<file path="config.mk">
export PLATFORM = sky130hd
export DESIGN_NAME = bp_update_arbiter
export DESIGN_NICKNAME = d
export VERILOG_FILES = /design/src/rtl/bp_update_arbiter_pkg.sv /design/src/rtl/bp_fb_fifo.sv /design/src/rtl/bp_update_arbiter.sv
export SDC_FILE = /design/constraint.sdc
export NUM_CORES = 1
export LEC_CHECK = 0
export CAP_MARGIN = 20
export CORE_UTILIZATION = 54
export DETAILED_ROUTE_END_ITERATION = 10
export PLACE_DENSITY = 0.8
export SKIP_LAST_GASP = 1
export SYNTH_ARGS = -nofsm -noshare
export SYNTH_HDL_FRONTEND = slang
export SYNTH_SLANG_ARGS = --single-unit
</file>
<file path="constraint.sdc">
create_clock -name clk -period 4.72 [get_ports clk]
set_clock_uncertainty 0.2 [all_clocks]
set_input_delay 0.472 -clock clk [delete_from_list [all_inputs] [get_ports clk]]
set_output_delay 0.472 -clock clk [all_outputs]
set_load 0.03 [all_outputs]
</file>
<file path="src/rtl/bp_update_arbiter_pkg.sv">
// Shared types for the branch-predictor update arbiter: address type,
// FIFO entry layout and round-robin priority encoding.
package bp_update_arbiter_pkg;

  // Width of the codebase-wide branch address type
  localparam int unsigned ADDR_W = 32;

  typedef logic [ADDR_W-1:0] addr_t;

  typedef struct packed {
    logic  taken;
    addr_t pc;
  } fb_entry_t;

  typedef enum logic {
    PRI_A = 1'b0,
    PRI_B = 1'b1
  } rr_pri_e;

endpackage

</file>
<file path="src/rtl/bp_fb_fifo.sv">
// Feedback FIFO: two write ports (slot tail and tail+1), one read port,
// registered head output and occupancy count.
module bp_fb_fifo
  import bp_update_arbiter_pkg::*;
#(
  parameter int unsigned DEPTH = 4,
  parameter int unsigned PTR_W = 2
) (
  input  logic             clk,
  input  logic             rst,
  input  logic             clr,
  input  logic             wr0_en,
  input  fb_entry_t        wr0_data,
  input  logic             wr1_en,
  input  fb_entry_t        wr1_data,
  input  logic             rd_en,
  output fb_entry_t        rd_data,
  output logic [PTR_W:0]   count
);

  fb_entry_t        mem [DEPTH];
  logic [PTR_W-1:0] head;
  logic [PTR_W-1:0] tail;
  logic [PTR_W:0]   n_wr;

  assign n_wr    = (PTR_W+1)'(wr0_en) + (PTR_W+1)'(wr1_en);
  assign rd_data = mem[head];

  always_ff @(posedge clk) begin
    if (rst) begin
      head  <= '0;
      tail  <= '0;
      count <= '0;
      for (int unsigned i = 0; i < DEPTH; i++) begin
        mem[i] <= '0;
      end
    end else if (clr) begin
      head  <= '0;
      tail  <= '0;
      count <= '0;
    end else begin
      if (wr0_en) mem[tail] <= wr0_data;
      if (wr1_en) mem[tail + PTR_W'(1)] <= wr1_data;
      tail  <= tail + PTR_W'(n_wr);
      if (rd_en) head <= head + PTR_W'(1);
      count <= count + n_wr - (PTR_W+1)'(rd_en);
    end
  end

endmodule

</file>
<file path="src/rtl/bp_update_arbiter.sv">
// Round-robin arbiter merging execute (A) and commit (B) branch feedback
// into a FIFO that drains into the predictor update port when pd_ena is high.
module bp_update_arbiter
  import bp_update_arbiter_pkg::*;
#(
  parameter int unsigned DEPTH = 4,
  parameter int unsigned PTR_W = 2
) (
  input  logic           clk,
  input  logic           rst,
  input  logic           flush,
  input  logic           pd_ena,
  input  logic           a_valid,
  input  logic           a_taken,
  input  addr_t          a_pc,
  output logic           a_ready,
  input  logic           b_valid,
  input  logic           b_taken,
  input  addr_t          b_pc,
  output logic           b_ready,
  output logic           fb_ena,
  output logic           fb_taken_sta,
  output addr_t          fb_pc,
  output logic [PTR_W:0] q_count
);

  rr_pri_e        rr_q, rr_d;
  logic [PTR_W:0] free;
  logic           a_first;
  logic           pop;
  fb_entry_t      a_ent, b_ent, wr0_data, wr1_data, head_ent;

  // Free space uses the registered count: a same-cycle pop never adds room
  assign free = (PTR_W+1)'(DEPTH) - q_count;

  always_comb begin
    a_ready = 1'b0;
    b_ready = 1'b0;
    rr_d    = rr_q;
    if (!flush) begin
      if (a_valid && b_valid) begin
        if (free >= (PTR_W+1)'(2)) begin
          a_ready = 1'b1;
          b_ready = 1'b1;
        end else if (free == (PTR_W+1)'(1)) begin
          if (rr_q == PRI_A) a_ready = 1'b1;
          else               b_ready = 1'b1;
          rr_d = (rr_q == PRI_A) ? PRI_B : PRI_A;
        end
      end else if (a_valid && free != '0) begin
        a_ready = 1'b1;
      end else if (b_valid && free != '0) begin
        b_ready = 1'b1;
      end
    end
  end

  always_ff @(posedge clk) begin
    if (rst) rr_q <= PRI_A;
    else     rr_q <= rr_d;
  end

  // The priority source takes the tail slot when both are granted
  assign a_ent    = '{taken: a_taken, pc: a_pc};
  assign b_ent    = '{taken: b_taken, pc: b_pc};
  assign a_first  = a_ready && (!b_ready || rr_q == PRI_A);
  assign wr0_data = a_first ? a_ent : b_ent;
  assign wr1_data = a_first ? b_ent : a_ent;
  assign pop      = pd_ena && (q_count != '0) && !flush;

  bp_fb_fifo #(
    .DEPTH (DEPTH),
    .PTR_W (PTR_W)
  ) u_fifo (
    .clk      (clk),
    .rst      (rst),
    .clr      (flush),
    .wr0_en   (a_ready | b_ready),
    .wr0_data (wr0_data),
    .wr1_en   (a_ready & b_ready),
    .wr1_data (wr1_data),
    .rd_en    (pop),
    .rd_data  (head_ent),
    .count    (q_count)
  );

  assign fb_ena       = (q_count != '0);
  assign fb_taken_sta = head_ent.taken;
  assign fb_pc        = head_ent.pc;

endmodule

</file>
==> run summary, run 1 <==
Synth top area share: 0.568
CP Launch Type: register
Tmin final: 3.78 ns
Port Buffer Count: 110
syn avg cell area: 16.3 sq um
WL final: 17000 um
# diodes: 0
TritonCTS clock tree: done
largest net degree at the start of global routing: 34
Routed WL per cell: 23.5 um
VDD IR-drop max: 0.000280 V
RSZ-0062 raised after global routing: no
CTS max path bufs: 2
Worst Path Max Fanout: 24
CTS resizes: 0
pre-CTS WS: 0.979 ns
Area growth syn-to-layout: 27.1%
Worst EP required: 4.80 ns
count of cell types in the netlist: 36
hold depth: 2
P_leak: 3.15 nW
GRT Total Usage: 0.269
cts hold-fix bufs: 0
Fin Hold WS: 0.364 ns
total CTS buffers: 17
reg2reg start: u_fifo.count[1]$_SDFF_PP0_
die height: 116 um
Top Ports: 111
Crit. End Element: register
DRT Pass-1 Iters: 4
max_slew headroom: 0.347
Post-synth EDFFs: 132
dpl hpwl: 10300 um
post-route setup slack: 0.938 ns
CP most frequent cell: ha_1
top post-synthesis cells by area: edfxtp_1 57%, a22o_1 15%, mux4_2 11%, dfxtp_1 2.9%, ha_1 2.2%
Final Hold Viols: 0
final setup fails: 0
Async SR Flop Fraction: 0
FP Rows: 41
clk sink count: 142
Fmax achieved: 264 MHz
Die ar.: 13400 sq um
Max Slew Vio Count: 0
total negative setup slack: 0 ns
Via density: 6.44
hold_sp: u_fifo.head[1]$_SDFFE_PP0P_
CP bufs+invs: 3
vias in the first global route: 4715
Yosys top cell by area: edfxtp_1
sequential area share after synthesis: 0.597
share of layout cells above drive strength 1: 0.189
Max H-tree Level: 4
family with the most delay on the worst path: adder cells
Period Utilization, post-route: 0.801
Placer Congestion: 0.791
Initial Utilization: 0.553
yosys warns: 0
Syn Nets: 514
post-CTS setup buffer count: 0
Chip Width: 116 um
Routed Antenna Nets: 0
outcome: finished clean
grt ovf: 0
capture point of the worst reg-to-reg path: u_fifo.mem[0][2]$_DFFE_PP_
CP max stage delay: 0.83 ns
initial antenna violation count: 0
core area: 12600 sq um
FF+latch count, synth: 142
DR iter-0 viols: 437
HP Class: register to register
Worst Path Arrival: 3.86 ns
fillers: 862
Critical Path Slowest Stage Cell: mux2i_4
clock insertion delay at the later pin of the skew report: 0.42 ns
DRC Markers: 0
top_reg_cell synth: edfxtp_1
post-synthesis cell area: 6970 sq um
Root Driver: clkbuf_16
Via Count: 4650
Setup CP Type: register to register
first-pass GRT wire length: 25800 um
Final nets: 623
critical-path cell list: inv_1, ha_1, ha_1, nand4b_4, nor2_1, nand2_1, nand4b_1, inv_1, ha_1, nand4_1, mux2i_4, buf_4, a22o_1
max-cap violations: 0
reg-to-reg slack, setup: 0.94 ns
clock-pin slew on the worst setup and hold paths: 0.06 ns
Cells after Synth: 429
pwr dens: 364 nW/um^2
Reg2Reg Depth: 13
Worst Max-Slew Pin Slew: 0.959 ns
[cells in the mapped netlist (all sizes together), types with 2 or more instances]
cell / count
edfxtp: 132
buf: 27
xnor2: 5
nor2: 10
mux2i: 8
ha: 12
nand4b: 2
and2: 4
clkbuf: 7
mux4: 33
nor2b: 3
xor2: 2
nand2b: 3
nand3: 4
dfxtp: 10
nand2: 9
a22o: 132
nor3b: 2
inv: 11
a21o: 2
[report_power, final]
part           internal [mW]  switching (mW)  leakage (nW)
combinational          0.201           0.234          1.41
sequential              1.45          0.0253          1.46
clock                  0.817           0.498         0.285
[layer usage]
layer | track usage | vias up | part of all wire
met5 | 0 | - | 0
met4 | 0.119 | 0 | 0.016
met3 | 0.0607 | 26 | 0.085
met2 | 0.465 | 268 | 0.52
met1 | 0.324 | 2336 | 0.38
li1 | - | 2020 | -
[registers in the layout, summed over array words and instances (netlist names), named ones only]
signal	cells
rr_q	1
u_fifo.mem	132
u_fifo.tail	2
u_fifo.count	3
u_fifo.head	2
[through the flow]
stage / cell area, sq um / util / std cells / power [mW]
floorplan: 6970 / - / 429 / 1.72
global placement: 8290 / 0.657 / 691 / 1.92
detailed placement: 8290 / 0.657 / 691 / 1.94
CTS: 8860 / 0.702 / 722 / 3.23
global route: 8860 / 0.702 / 722 / 3.32
finish: 8860 / 0.702 / 722 / 3.23
[worst max path at each step]
stage                                     from                     endpoint  slack (ns)  cells after the start
detailed placement                     b_valid   u_fifo.mem[0][8]$_DFFE_PP_        0.98                      9
global placement                       b_valid  u_fifo.mem[0][26]$_DFFE_PP_        1.09                      6
global route        u_fifo.count[1]$_SDFF_PP0_   u_fifo.mem[0][3]$_DFFE_PP_        0.73                     13
finish              u_fifo.count[1]$_SDFF_PP0_   u_fifo.mem[0][2]$_DFFE_PP_        0.94                     13
CTS                 u_fifo.count[1]$_SDFF_PP0_   u_fifo.mem[0][2]$_DFFE_PP_         1.0                      8
floorplan           u_fifo.count[0]$_SDFF_PP0_   u_fifo.mem[0][0]$_DFFE_PP_        0.19                     11
[cells by family after synthesis]
group,share of synthesized area
flip-flops,0.597
AND/OR/NAND/NOR,0.0345
buffers and inverters,0.0398
adder cells (fa/ha/maj),0.0244
XOR/XNOR,0.00879
multiplexers,0.118
AO/OA/AOI/OAI,0.177
[worst min-delay path, cell delays in order, from the launching register on]
cell and delay (ns):
dfxtp_1 0.32, xor2_1 0.07, nor2_1 0.12
[placed cells by master, fill, tap and decap left out, types with 8 or more instances in the layout]
master,n
ha_1,12
inv_1,11
nand2_1,9
edfxtp_1,132
a22o_2,12
mux2i_4,8
clkdlybuf4s50_1,110
clkbuf_16,17
a22o_1,120
nor2_1,9
buf_4,13
mux4_2,33
dfxtp_1,8
[cell type report]
class                      instances  area (sq um)  area share
tap                              172           215      0.0243
timing repair buffer             124          1220       0.137
sequential                       142          4170       0.470
clock buffer                      17           425      0.0480
inverter                          11          41.3     0.00466
multi-input combinational        242          2650       0.298
clock inverter                    14           151      0.0171
Power figures use the tool's default switching activity.
==> inputs of run 2 (changes only) <==
--- a/config.mk
+++ b/config.mk
@@ -6,9 +6,9 @@
 export NUM_CORES = 1
 export LEC_CHECK = 0
 export CAP_MARGIN = 20
-export CORE_UTILIZATION = 54
+export CORE_UTILIZATION = 49
 export DETAILED_ROUTE_END_ITERATION = 10
-export PLACE_DENSITY = 0.8
+export PLACE_DENSITY = 0.77
 export SKIP_LAST_GASP = 1
 export SYNTH_ARGS = -nofsm -noshare
 export SYNTH_HDL_FRONTEND = slang
==> constraint.sdc (replaced) <==
create_clock -name clk -period 3.1 [get_ports clk]
set_clock_uncertainty 0.2 [all_clocks]
set_input_delay 0.31 -clock clk [delete_from_list [all_inputs] [get_ports clk]]
set_output_delay 0.31 -clock clk [all_outputs]
set_load 0.03 [all_outputs]
==> run 2 against run 1 <==
Against the previous run:
- sequential power increased by 52%
- highest routed layer unchanged
- critical path type unchanged
- sequential share of layout area is 2.3 points lower
- total power up 51%
- global-route usage shrank 1.2 points
- first-iteration DRC count grew 15%
- register-to-register slack got worse by 0.83 ns
- die area up 10%
- worst hold slack improved by 0.0020 ns
==> run summary, run 2 (synthesis results as in run 1) <==
core area: 13900 sq um (was 12600 sq um)
GRT Total Usage: 0.257 (was 0.269)
most frequent cells in the layout: 132 x edfxtp_1, 120 x a22o_1, 109 x clkdlybuf4s50_1 (was 132 x edfxtp_1, 120 x a22o_1, 110 x clkdlybuf4s50_1)
Routed Antenna Nets: 0 (unchanged)
Worst Path Arrival: 3.09 ns (was 3.86 ns)
# diodes: 0 (unchanged)
largest net degree at the start of global routing: 26 (was 34)
Final Hold Viols: 0 (unchanged)
DRC Markers: 0 (unchanged)
Die ar.: 14700 sq um (was 13400 sq um)
VDD IR-drop max: 0.000347 V (was 0.000280 V)
Period Utilization, post-route: 0.965 (was 0.801)
dpl hpwl: 11200 um (was 10300 um)
P_leak: 3.34 nW (was 3.15 nW)
Worst Max-Slew Pin Slew: 0.520 ns (was 0.959 ns)
Routed WL per cell: 23.7 um (was 23.5 um)
total negative setup slack: 0 ns (unchanged)
DP Area: 8700 sq um (was 8290 sq um)
TritonCTS clock tree: done (unchanged)
pwr dens: 521 nW/um^2 (was 364 nW/um^2)
clk sink count: 142 (unchanged)
Placer Congestion: 0.798 (was 0.791)
grt ovf: 0 (unchanged)
CTS max path bufs: 2 (unchanged)
Tmin final: 2.99 ns (was 3.78 ns)
Setup CP Type: register to register (unchanged)
largest register by flop count: u_fifo.mem (unchanged)
total CTS buffers: 17 (unchanged)
die height: 121 um (was 116 um)
Top Ports: 111 (unchanged)
WL final: 17900 um (was 17000 um)
final setup fails: 0 (unchanged)
HP Class: register to register (unchanged)
max-cap violations: 0 (unchanged)
Fmax achieved: 334 MHz (was 264 MHz)
outcome: finished clean (unchanged)
Max H-tree Level: 4 (unchanged)
commonest non-fill, non-tap cell in the layout: edfxtp_1 (unchanged)
Chip Width: 121 um (was 116 um)
RSZ-0062 raised after global routing: yes (was no)
Final nets: 649 (was 623)
vias in the first global route: 5123 (was 4715)
Via density: 6.33 (was 6.44)
FP Rows: 43 (was 41)
clock insertion delay at the later pin of the skew report: 0.42 ns (about the same)
Initial Utilization: 0.502 (was 0.553)
Via Count: 4795 (was 4650)
Worst Path Max Fanout: 3 (was 24)
Fin Hold WS: 0.366 ns (was 0.364 ns)
cts hold-fix bufs: 0 (unchanged)
first-pass GRT wire length: 27600 um (was 25800 um)
initial antenna violation count: 0 (unchanged)
Max Slew Vio Count: 0 (unchanged)
Crit. End Element: register (unchanged)
DRT Pass-1 Iters: 5 (was 4)
Util after Layout: 0.673 (was 0.702)
Port Buffer Count: 110 (unchanged)
share of layout cells above drive strength 1: 0.253 (was 0.189)
Top Registers: u_fifo.mem (132), u_fifo.count (3) (unchanged)
max_slew headroom: 0.653 (was 0.347)
CP Launch Type: register (unchanged)
Area growth syn-to-layout: 34.0% (was 27.1%)
fillers: 926 (was 862)
max FFs per register: 132 (unchanged)
post-route cell area: 9350 sq um (was 8860 sq um)
clock-pin slew on the worst setup and hold paths: 0.06 ns (about the same)
Worst EP required: 3.19 ns (was 4.80 ns)
DR iter-0 viols: 501 (was 437)
Root Driver: clkbuf_16 (unchanged)
## run 2: critical path, stage by stage (launching register included)
cell and delay (ns):
dfxtp_4 0.37, inv_4 0.05, ha_4 0.16, ha_4 0.23, nand4b_4 0.11, nor2_2 0.05, nand2_1 0.06, nand4b_1 0.18
inv_2 0.15, ha_1 0.17, inv_2 0.04, ha_1 0.26, inv_1 0.05, fa_1 0.43, xor2_1 0.17, xnor2_1 0.13
nor2_1 0.05
## run 2: timing repair
action	4_1_cts	5_1_grt
buffers inserted	0	9
resized for setup	0	2
setup endpoints to repair	0	49
## run 2: routing by layer
metal	wire length, um	track usage	part of all wire
met1	6640	0.301	0.37
met2	9500	0.450	0.53
met3	1360	0.0555	0.076
met4	429	0.114	0.024
met5	0	0	0
## run 2: through the flow
| step | instances | worst slack (ns) | power [mW] |
|---|---|---|---|
| CTS | 748 | 0.0343 | 4.89 |
| detailed placement | 716 | -0.000829 | 3.01 |
| global route | 757 | -0.0434 | 5.02 |
| floorplan | 429 | -0.184 | 2.64 |
| global placement | 716 | 0.0849 | 2.98 |
| finish | 757 | 0.108 | 4.87 |
## run 2: final timing paths
path	from	to	depth (start not counted)	slack (ns)
worst max-delay path	u_fifo.count[0]$_SDFF_PP0_	u_fifo.count[2]$_SDFF_PP0_	16	0.11
worst min register to register	u_fifo.head[1]$_SDFFE_PP0P_	register	2	0.37
worst min-delay path	u_fifo.head[1]$_SDFFE_PP0P_	register	2	0.37
worst max register to register	u_fifo.count[0]$_SDFF_PP0_	u_fifo.count[2]$_SDFF_PP0_	16	0.11
## run 2: final cells by class
class	instances	area (sq um)	share of cell area
inverters	11	46.3	0.00495
clock inverters	14	119	0.0127
well taps	180	225	0.0241
repair buffers	150	1640	0.176
clock buffers	18	429	0.0459
multi-input cells	242	2710	0.290
flip-flops and latches	142	4180	0.447
## run 2: report_power, final
| part | internal, mW | total (mW) | leakage (nW) | switching [mW] |
|---|---|---|---|---|
| clock | 1.10 | 1.89 | 0.262 | 0.796 |
| sequential | 2.21 | 2.25 | 1.46 | 0.0369 |
| combinational | 0.355 | 0.729 | 1.62 | 0.374 |
| total | 3.67 | 4.87 | 3.34 | 1.21 |
